[config.mk]
export PLATFORM = sky130hd
export DESIGN_NAME = mips_boot_debug_ctrl
export DESIGN_NICKNAME = d
export VERILOG_FILES = /design/src/rtl/mips_boot_debug_ctrl.sv
export SDC_FILE = /design/constraint.sdc
export NUM_CORES = 1
export LEC_CHECK = 0
export ABC_CLOCK_PERIOD_IN_PS = 2000
export BUFFER_PORTS_ARGS = -buffer_cell sky130_fd_sc_hd__buf_2
export CORE_ASPECT_RATIO = 1.5
export CORE_MARGIN = 5
export CORE_UTILIZATION = 38
export CTS_CLUSTER_SIZE = 30
export DETAILED_ROUTE_END_ITERATION = 8
export PLACE_DENSITY = 0.85
export SLEW_MARGIN = 20
export SYNTH_ARGS = -nofsm -noshare
export SYNTH_HDL_FRONTEND = slang
export SYNTH_SLANG_ARGS = --single-unit
[constraint.sdc]
create_clock -name clk -period 2 [get_ports clk]
set_input_delay 0.3 -clock clk [delete_from_list [all_inputs] [get_ports clk]]
set_output_delay 0.3 -clock clk [all_outputs]
set_load 0.05 [all_outputs]
[src/rtl/mips_boot_debug_ctrl.sv]
// mips_boot_debug_ctrl
//   Boot/run/dump sequencer that sits between the host and the MIPS core.
//   It streams a program into instruction memory, holds and then releases the
//   PC, and counts run cycles. RUN ends on HALT_WORD or on the cycle limit.
//   The register file is then dumped one word at a time over a valid/ready port.
//
// Optional build macro: MIPS_DMEM_DUMP_EN
//   When defined, DMEM_WORDS data-memory words are dumped after the registers
//   (addresses 4*k). This adds the dmemDbgAddr/dmemDbgSel outputs and the
//   dmemDbgData input.
//
// Ports
//   clk, resetN                 clock (rising edge), async active-low reset
//   progValid/progReady/progData/progLast   program load handshake
//   pcValue, instruction        current PC and imem read data from the core
//   imemAddr/imemData/imemWrite/imemRead    instruction memory control
//   pcReset, pcWrite            PC control
//   rerun                       restart the loaded program from DONE
//   cycleNo, timeout            run cycle count, run ended by the cycle limit
//   dbgSel, dbgRegAddr, dbgRegData          reg-file debug read path
//   dumpValid/dumpReady/dumpIdx/dumpData    dump stream
//   done                        sequence complete
module mips_boot_debug_ctrl #(
    parameter int                DATA_W     = 32,
    parameter int                PROG_DEPTH = 256,
    parameter int                LOAD_W     = 8,
    parameter int                REG_COUNT  = 32,
    parameter int                REG_AW     = 5,
    parameter int                CYC_W      = 16,
    parameter logic [CYC_W-1:0]  MAX_CYCLES = 16'd1000,
    parameter logic [DATA_W-1:0] HALT_WORD  = 32'h0000000C
`ifdef MIPS_DMEM_DUMP_EN
    ,
    parameter int                DMEM_WORDS = 64
`endif
) (
    input  logic              clk,
    input  logic              resetN,
    input  logic              progValid,
    output logic              progReady,
    input  logic [DATA_W-1:0] progData,
    input  logic              progLast,
    input  logic [DATA_W-1:0] pcValue,
    input  logic [DATA_W-1:0] instruction,
    output logic [DATA_W-1:0] imemAddr,
    output logic [DATA_W-1:0] imemData,
    output logic              imemWrite,
    output logic              imemRead,
    output logic              pcReset,
    output logic              pcWrite,
    input  logic              rerun,
    output logic [CYC_W-1:0]  cycleNo,
    output logic              timeout,
    output logic              dbgSel,
    output logic [REG_AW-1:0] dbgRegAddr,
    input  logic [DATA_W-1:0] dbgRegData,
    output logic              dumpValid,
    input  logic              dumpReady,
    output logic [REG_AW-1:0] dumpIdx,
    output logic [DATA_W-1:0] dumpData,
`ifdef MIPS_DMEM_DUMP_EN
    output logic [DATA_W-1:0] dmemDbgAddr,
    output logic              dmemDbgSel,
    input  logic [DATA_W-1:0] dmemDbgData,
`endif
    output logic              done
);

    // The dump index must also cover data-memory words when that dump is built in.
`ifdef MIPS_DMEM_DUMP_EN
    localparam int IDX_W = (REG_AW > $clog2(DMEM_WORDS)) ? REG_AW : $clog2(DMEM_WORDS);
    localparam logic [IDX_W-1:0] MEM_LAST = IDX_W'(DMEM_WORDS - 1);
`else
    localparam int IDX_W = REG_AW;
`endif
    localparam logic [IDX_W-1:0]  REG_LAST  = IDX_W'(REG_COUNT - 1);
    localparam logic [LOAD_W-1:0] LOAD_LAST = LOAD_W'(PROG_DEPTH - 1);
    localparam logic [CYC_W-1:0]  CYC_LAST  = MAX_CYCLES - CYC_W'(1);

    typedef enum logic [2:0] {
        S_LOAD  = 3'd0,
        S_PCRST = 3'd1,
        S_RUN   = 3'd2,
        S_DA    = 3'd3,
        S_DD    = 3'd4,
        S_DONE  = 3'd5,
        S_MA    = 3'd6,
        S_MD    = 3'd7
    } state_t;

    state_t              state_q, state_d;
    logic [LOAD_W-1:0]   load_cnt_q, load_cnt_d;
    logic [CYC_W-1:0]    cyc_q, cyc_d;
    logic                timeout_q, timeout_d;
    logic [IDX_W-1:0]    idx_q, idx_d;
    logic [DATA_W-1:0]   dump_data_q, dump_data_d;
    logic                prog_ready_q, pc_reset_q, pc_write_q, imem_read_q;
    logic                dbg_sel_q, dump_valid_q, done_q, dmem_sel_q;
    logic                prog_accept_s;

    assign prog_accept_s = progValid & prog_ready_q;

    // Next-state and datapath update for the boot/run/dump sequence.
    always_comb begin
        state_d     = state_q;
        load_cnt_d  = load_cnt_q;
        cyc_d       = cyc_q;
        timeout_d   = timeout_q;
        idx_d       = idx_q;
        dump_data_d = dump_data_q;
        case (state_q)
            S_LOAD: begin
                if (prog_accept_s) begin
                    load_cnt_d = load_cnt_q + LOAD_W'(1);
                    if (progLast || (load_cnt_q == LOAD_LAST)) begin
                        state_d = S_PCRST;
                        cyc_d   = '0;
                    end else begin
                        state_d = S_LOAD;
                    end
                end else begin
                    state_d = S_LOAD;
                end
            end
            S_PCRST: begin
                cyc_d   = '0;
                state_d = S_RUN;
            end
            S_RUN: begin
                // Saturate so the count never wraps past the limit.
                if (cyc_q != CYC_LAST) begin
                    cyc_d = cyc_q + CYC_W'(1);
                end else begin
                    cyc_d = cyc_q;
                end
                // A halt word seen on the limit cycle is still a clean halt.
                if (instruction == HALT_WORD) begin
                    state_d   = S_DA;
                    timeout_d = 1'b0;
                    idx_d     = '0;
                end else if (cyc_q == CYC_LAST) begin
                    state_d   = S_DA;
                    timeout_d = 1'b1;
                    idx_d     = '0;
                end else begin
                    state_d = S_RUN;
                end
            end
            S_DA: begin
                dump_data_d = dbgRegData;
                state_d     = S_DD;
            end
            S_DD: begin
                if (dumpReady) begin
                    if (idx_q == REG_LAST) begin
`ifdef MIPS_DMEM_DUMP_EN
                        idx_d   = '0;
                        state_d = S_MA;
`else
                        state_d = S_DONE;
`endif
                    end else begin
                        idx_d   = idx_q + IDX_W'(1);
                        state_d = S_DA;
                    end
                end else begin
                    state_d = S_DD;
                end
            end
`ifdef MIPS_DMEM_DUMP_EN
            S_MA: begin
                dump_data_d = dmemDbgData;
                state_d     = S_MD;
            end
            S_MD: begin
                if (dumpReady) begin
                    if (idx_q == MEM_LAST) begin
                        state_d = S_DONE;
                    end else begin
                        idx_d   = idx_q + IDX_W'(1);
                        state_d = S_MA;
                    end
                end else begin
                    state_d = S_MD;
                end
            end
`endif
            S_DONE: begin
                if (rerun) begin
                    state_d   = S_PCRST;
                    timeout_d = 1'b0;
                    idx_d     = '0;
                    cyc_d     = '0;
                end else begin
                    state_d = S_DONE;
                end
            end
            default: begin
                state_d = S_LOAD;
            end
        endcase
    end

    // State, counters and registered control outputs. The outputs are decoded
    // from the next state so they line up with the state they belong to.
    always_ff @(posedge clk or negedge resetN) begin
        if (!resetN) begin
            state_q      <= S_LOAD;
            load_cnt_q   <= '0;
            cyc_q        <= '0;
            timeout_q    <= 1'b0;
            idx_q        <= '0;
            dump_data_q  <= '0;
            prog_ready_q <= 1'b0;
            pc_reset_q   <= 1'b1;
            pc_write_q   <= 1'b0;
            imem_read_q  <= 1'b0;
            dbg_sel_q    <= 1'b0;
            dump_valid_q <= 1'b0;
            done_q       <= 1'b0;
            dmem_sel_q   <= 1'b0;
        end else begin
            state_q      <= state_d;
            load_cnt_q   <= load_cnt_d;
            cyc_q        <= cyc_d;
            timeout_q    <= timeout_d;
            idx_q        <= idx_d;
            dump_data_q  <= dump_data_d;
            prog_ready_q <= (state_d == S_LOAD);
            pc_reset_q   <= (state_d == S_LOAD) || (state_d == S_PCRST);
            pc_write_q   <= (state_d == S_RUN);
            imem_read_q  <= (state_d == S_RUN);
            dbg_sel_q    <= (state_d == S_DA) || (state_d == S_DD);
            dump_valid_q <= (state_d == S_DD) || (state_d == S_MD);
            done_q       <= (state_d == S_DONE);
            dmem_sel_q   <= (state_d == S_MA) || (state_d == S_MD);
        end
    end

    assign progReady  = prog_ready_q;
    assign imemData   = progData;
    assign imemWrite  = prog_accept_s;
    assign imemAddr   = (state_q == S_LOAD) ? DATA_W'({load_cnt_q, 2'b00}) : pcValue;
    assign imemRead   = imem_read_q;
    assign pcReset    = pc_reset_q;
    assign pcWrite    = pc_write_q;
    assign cycleNo    = cyc_q;
    assign timeout    = timeout_q;
    assign dbgSel     = dbg_sel_q;
    assign dbgRegAddr = idx_q[REG_AW-1:0];
    assign dumpValid  = dump_valid_q;
    assign dumpIdx    = idx_q[REG_AW-1:0];
    assign dumpData   = dump_data_q;
    assign done       = done_q;
`ifdef MIPS_DMEM_DUMP_EN
    assign dmemDbgAddr = DATA_W'({idx_q, 2'b00});
    assign dmemDbgSel  = dmem_sel_q;
`else
    // Data-memory select only exists when the memory dump is built in.
    logic unused_dmem_sel_s;
    assign unused_dmem_sel_s = dmem_sel_q;
`endif

endmodule
After elaboration in Yosys (flattened, before gate mapping):

Cells that the tools add are included.

* output and inout bits: 131
* register bits after elaboration: 71
* bits of input ports: 134
* word-level logic and storage cells: 76

* add/sub/neg operators: 3
* eq/ne operators: 23
* muxes and demuxes: 24
* reduce and logical (&&, ||, !) cells: 13
* bitwise operators: 1

Operators with widths (count)
* $mux W16: 4
* $pmux W16 S4: 1
* $eq A32 B4 Y1 const B: 1
* $mux W32: 1
* $mux W5: 5
* $pmux W3 S6: 1
* $add A16 B1 Y16 const B: 1
* $eq A16 B10 Y1 const B: 1
* $ne A16 B10 Y1 const B: 1
* $eq A3 B3 Y1 const B: 5
* $pmux W5 S3: 1
* $eq A3 B2 Y1 const B: 4
* $mux W3: 4
* $ne A2 B2 Y1 const B: 6
* $reduce_and A5 Y1: 2
* $add A8 B1 Y8 const B: 1
* $eq A8 B8 Y1 const B: 1
* $eq A3 B1 Y1 const B: 2
* $logic_not A3 Y1: 2
* $mux W1: 6
* $add A5 B1 Y5 const B: 1
* $eq A5 B5 Y1 const B: 1
* $logic_or A1 B1 Y1: 4
* $reduce_bool A4 Y1: 1
* other kinds (7): 7

Logic depth before layout (Yosys ltp):

* depth after elaboration: 7
* depth in mapped cells: 8

Least setup slack after synthesis:

OpenSTA, ideal clock, no wires.

* path kind: reg2reg
* from: register idx_q[0] (netlist: dbgRegAddr[0])
* to: register idx_q[0] (netlist: dbgRegAddr[0])
* period minus slack after synthesis: 2.330 ns
* arrival: 2.205 ns
* stages on the path, launching flop included: 9
* buffers on the path: 0
* required time: 1.875 ns
* library setup time: 0.125 ns
* path slack: -0.330 ns
* cell sequence: dfrtp_1 > ha_1 > and3_1 > ha_1 > nand2b_1 > o21a_1 > o21ai_0 > o31ai_1 > mux2_2

* cells in the longest elaborated chain, start to end: 4
* elaborated cells on any way between the ends: 7
* classes of those cells: add/sub (1); eq/ne (2); mux (3); reduce/logical (1)

RTL lines
* start: declaration: RTL line 95 `logic [IDX_W-1:0] idx_q, idx_d;`
* start signal: assignment: RTL line 227 `idx_q <= idx_d;`
* $add A5 B1 Y5: RTL line 163 `idx_d = idx_q + IDX_W'(1);`
* $mux W5: RTL line 155 `if (idx_q == REG_LAST) begin`
* $mux W5: RTL line 154 `if (dumpReady) begin`
* $pmux W5 S3: RTL line 111 `case (state_q)`

Several ways; a longest one is shown, not always the timed one. The select of a mux whose other input is x is not followed.
A chain may end at the register's enable or synchronous reset.

Worst setup path in the final report:

* from: register state_q[2]
* to: output imemAddr[24]

* cells in the longest elaborated chain, start to end: 2

RTL lines
* start: declaration: RTL line 91 `state_t state_q, state_d;`
* start signal: assignment: RTL line 223 `state_q <= state_d;`
* $logic_not A3 Y1: RTL line 243 `assign imemAddr = (state_q == S_LOAD) ? DATA_W'({load_cnt_q, 2'b00}) : pcValue;`
* $mux W32: RTL line 243
* end: declaration: RTL line 45 `output logic [DATA_W-1:0] imemAddr,`

No other way between the ends.

==> impl_metrics.yaml <==
outcome:
  outcome: "finished, final reports clean"
timing:
  period_needed_ns: 1.965
  clock.fmax_mhz: 508.9
  slew_violations: 0
  worst_pin_slew_ns: 0.5853
  fin_crit_sh: 0.9825
  finalSetupViolations: 0
  rsz0062_at_grt: "true"
  timing.slew.headroom: 0.6098
  hold_viol: 0
  fin_skew_ns: 0.005599
grt:
  overflow: 0
  grt_util_met1: 0.1839
  grtUsageTotal: 0.1758
  grt_pass1_wl_um: 17490
  grt_pass1_vias: 3690
  grt_max_degree: 29
  grtUsageMet3: 0.06282
  met2_usage: 0.3155
  grt_most_used_layer: "met2"
  antenna_found_initial: 0
placement:
  dp_cells: 649
  io_buffer_count: 200
  placed_area_sq_mm: 0.004898
  place_hpwl_um: 8325
  gp_congestion: 0.8761
finish:
  fin_util: 0.5615
  design_area_sq_mm: 0.005440
  syn2layout_area_growth_pct: 43.93
  layout.nets: 693
  num_antenna_cells: 0
  final_layout_size_suffix_gt1_frac: 0.5732
  finalNonFillerCells: 675
  fillCellCount: 840
die:
  dieArea_sq_mm: 0.01208
  start_util: 0.3901
  die_w_um: 91.44
  core_sq_mm: 0.009689
  io_pins: 265
  rows: 44
  die_h_um: 132.2
clock_tree:
  clk_path_buf_depth: 2
  cts_max_level: 3
  clk_latency_ns: 0.33
  cts_tree: "done"
  clkSlewWorstSetupHoldPaths_ns: 0.06
  cts_made_buffers: 9
  clock-sinks: 71
  cts_root_buffer: "clkbuf_16"
synthesis:
  synth_top_cells_by_area: "dfrtp_1 (46%), mux2_2 (13%), buf_4 (7.7%), nor2b_1 (4.6%), o21ai_0 (3.8%)"
  synth_edf_count: 0
  synth.avg_cell_area_sq_um: 10.47
  async_flop_share: 1.000
  yosys_warnings: 0
  ys_ff_latch: 71
  synth_nets: 499
  synth_cell_types: 46
  yosysSeqAreaShare: 0.4704
  syn_area_sq_mm: 0.003780
  synth_flop_cell: "dfrtp_1"
  yosysTopAreaCell: "dfrtp_1"
  synthCells: 361
  synth_top_area_share: 0.4634
drt:
  routed_wl_um: 10820
  drc: 0
  drt_iter0_drc: 161
  wl_per_cell_um: 16.03
  ant_nets: 0
  vias: 3474
  vias_per_cell: 5.147
  drt-pass1-iter-count: 4
setup_path:
  cp_data_arrival_time_ns: 1.66
  endpoint: "imemAddr[24]"
  end_kind: "output port"
  crit_type: "register to output port"
  worstSetupStartpointType: "register"
  reg2reg_depth: 8
  worstSetupStartpoint: "state_q[2]"
  rrSetupSlack_ns: 0.05
  r2r-start: "dbgRegAddr[1]"
  rr_endpoint: "dbgRegAddr[0]"
  required_ns: 1.70
  crit_path_max_fanout: 17
hold_path:
  hp-class: "input port to register"
pwr:
  power.density_mw_per_mm2: 1876
  ir_worst_vdd_mv: 1.665
  total_power_mw: 10.21
  p_leak_nw: 2.698
flow_run:
  maxCapViolCount: 0
==> Yosys cell counts, types with 2 or more instances <==
library cell / n
clkbuf_1: 7
xor2_1: 3
and3_1: 5
or3_1: 3
nand2b_1: 2
a31oi_1: 7
nor2b_1: 28
xnor2_1: 4
and2_1: 3
nor3_1: 4
ha_1: 4
nor2_1: 17
mux2_2: 42
a21oi_1: 10
buf_4: 39
dfrtp_1: 70
o21a_1: 2
nand3_1: 8
nand2_1: 19
o21ai_0: 29
inv_1: 6
nor3_2: 2
nand4_1: 11
buf_2: 2
o31ai_1: 3
nor4_1: 8
a22o_1: 2
buf_1: 3
==> kinds of logic after synthesis <==
logic type	synth area share
buffers and inverters	0.09600
adder cells (fa/ha/maj)	0.01324
XOR/XNOR	0.01622
AO/OA/AOI/OAI	0.09467
flip-flops	0.4704
multiplexers	0.1251
AND/OR/NAND/NOR	0.1844
==> worst max-delay path, cell delays in order, from the launching register on <==
cell	delay, ns
dfrtp_1	0.41
nor3_4	0.25
buf_4	0.16
bufbuf_16	0.27
nor2b_1	0.06
buf_4	0.19
==> cell type report <==
class,instances,area (sq um),share of cell area
timing repair buffer,234,1421,0.2613
sequential,71,1792,0.3293
tap,115,143.9,0.02645
multi-input combinational,233,1714,0.3151
inverter,6,22.52,0.004140
clock inverter,6,107.6,0.01978
clock buffer,10,239.0,0.04393
==> per-stage QoR <==
| step | TNS, ns | hold WS [ns] | worst slack, ns |
|---|---|---|---|
| finish | 0 | 0.1975 | 0.03509 |
| global route | -0.2465 | 0.1913 | -0.02624 |
| CTS | 0 | 0.1827 | 0.008189 |
| detailed placement | 0 | 0.3260 | 0.02561 |
| global placement | 0 | 0.3248 | 0.08460 |
| floorplan | -0.1377 | 0.004409 | -0.06172 |
==> per-layer routing <==
metal / vias up / share of wire / routed length (um)
met3: 29 / 0.082 / 889
met2: 147 / 0.56 / 6007
met1: 1661 / 0.34 / 3673
met4: 0 / 0.023 / 248
li1: 1637 / - / -
met5: - / 0 / 0
==> worst min-delay path by stage <==
| stage | from | end | slack [ns] | cells past startpoint |
|---|---|---|---|---|
| 2_1_floorplan | resetN | cycleNo[0] | 0.004 | 0 |
| 3_3_place_gp | resetN | dbgRegAddr[4] | 0.32 | 1 |
| 3_5_place_dp | resetN | dbgRegAddr[4] | 0.33 | 1 |
| 4_1_cts | dbgRegData[6] | dumpData[6] | 0.18 | 2 |
| 5_1_grt | dbgRegData[2] | dumpData[2] | 0.19 | 2 |
| 6_report | dbgRegData[6] | dumpData[6] | 0.20 | 2 |
==> placed cells by master, fill, tap and decap left out, types with 2 or more instances in the layout <==
master and instances:
dfrtp_1 59, buf_12 4, buf_2 177, ha_4 3
clkinv_2 2, or3_1 3, nor4_1 8, and2_1 3
o31ai_1 2, nor2b_1 28, nor3_1 4, xor2_1 3
buf_6 8, clkbuf_16 9, nand3_1 8, a21oi_1 10
nand4_1 11, and3_1 4, nand2_1 19, bufinv_16 3
inv_1 6, mux2_2 41, dfrtp_2 11, o21a_1 2
a22o_1 2, nor2_1 16, o21ai_0 27, a31oi_1 7
xnor2_1 4, buf_4 43
==> power breakdown <==
part | leakage [nW] | switching [mW] | total, mW | internal [mW]
Combinational | 1.66 | 4.14 | 6.04 | 1.90
Sequential | 0.872 | 0.348 | 2.33 | 1.98
Clock | 0.168 | 0.585 | 1.83 | 1.25
==> state kept, by name, indices dropped and copies added (netlist names) <==
name and count:
cycleNo 16, dbgRegAddr 5, dbgSel 1, done 1, dumpData 32, dumpValid 1, imemRead 1, load_cnt_q 8
pcReset 1, progReady 1, state_q 3, timeout 1
==> timing repair <==
action,4_1_cts,5_1_grt
gates cloned,1,0
setup endpoints to repair,8,28
hold buffers,1,0
hold endpoints to repair,20,0
gates resized for setup,6,47
setup buffers,4,4
pin swaps,1,5
Note: power is estimated with default switching activity, not from simulation.
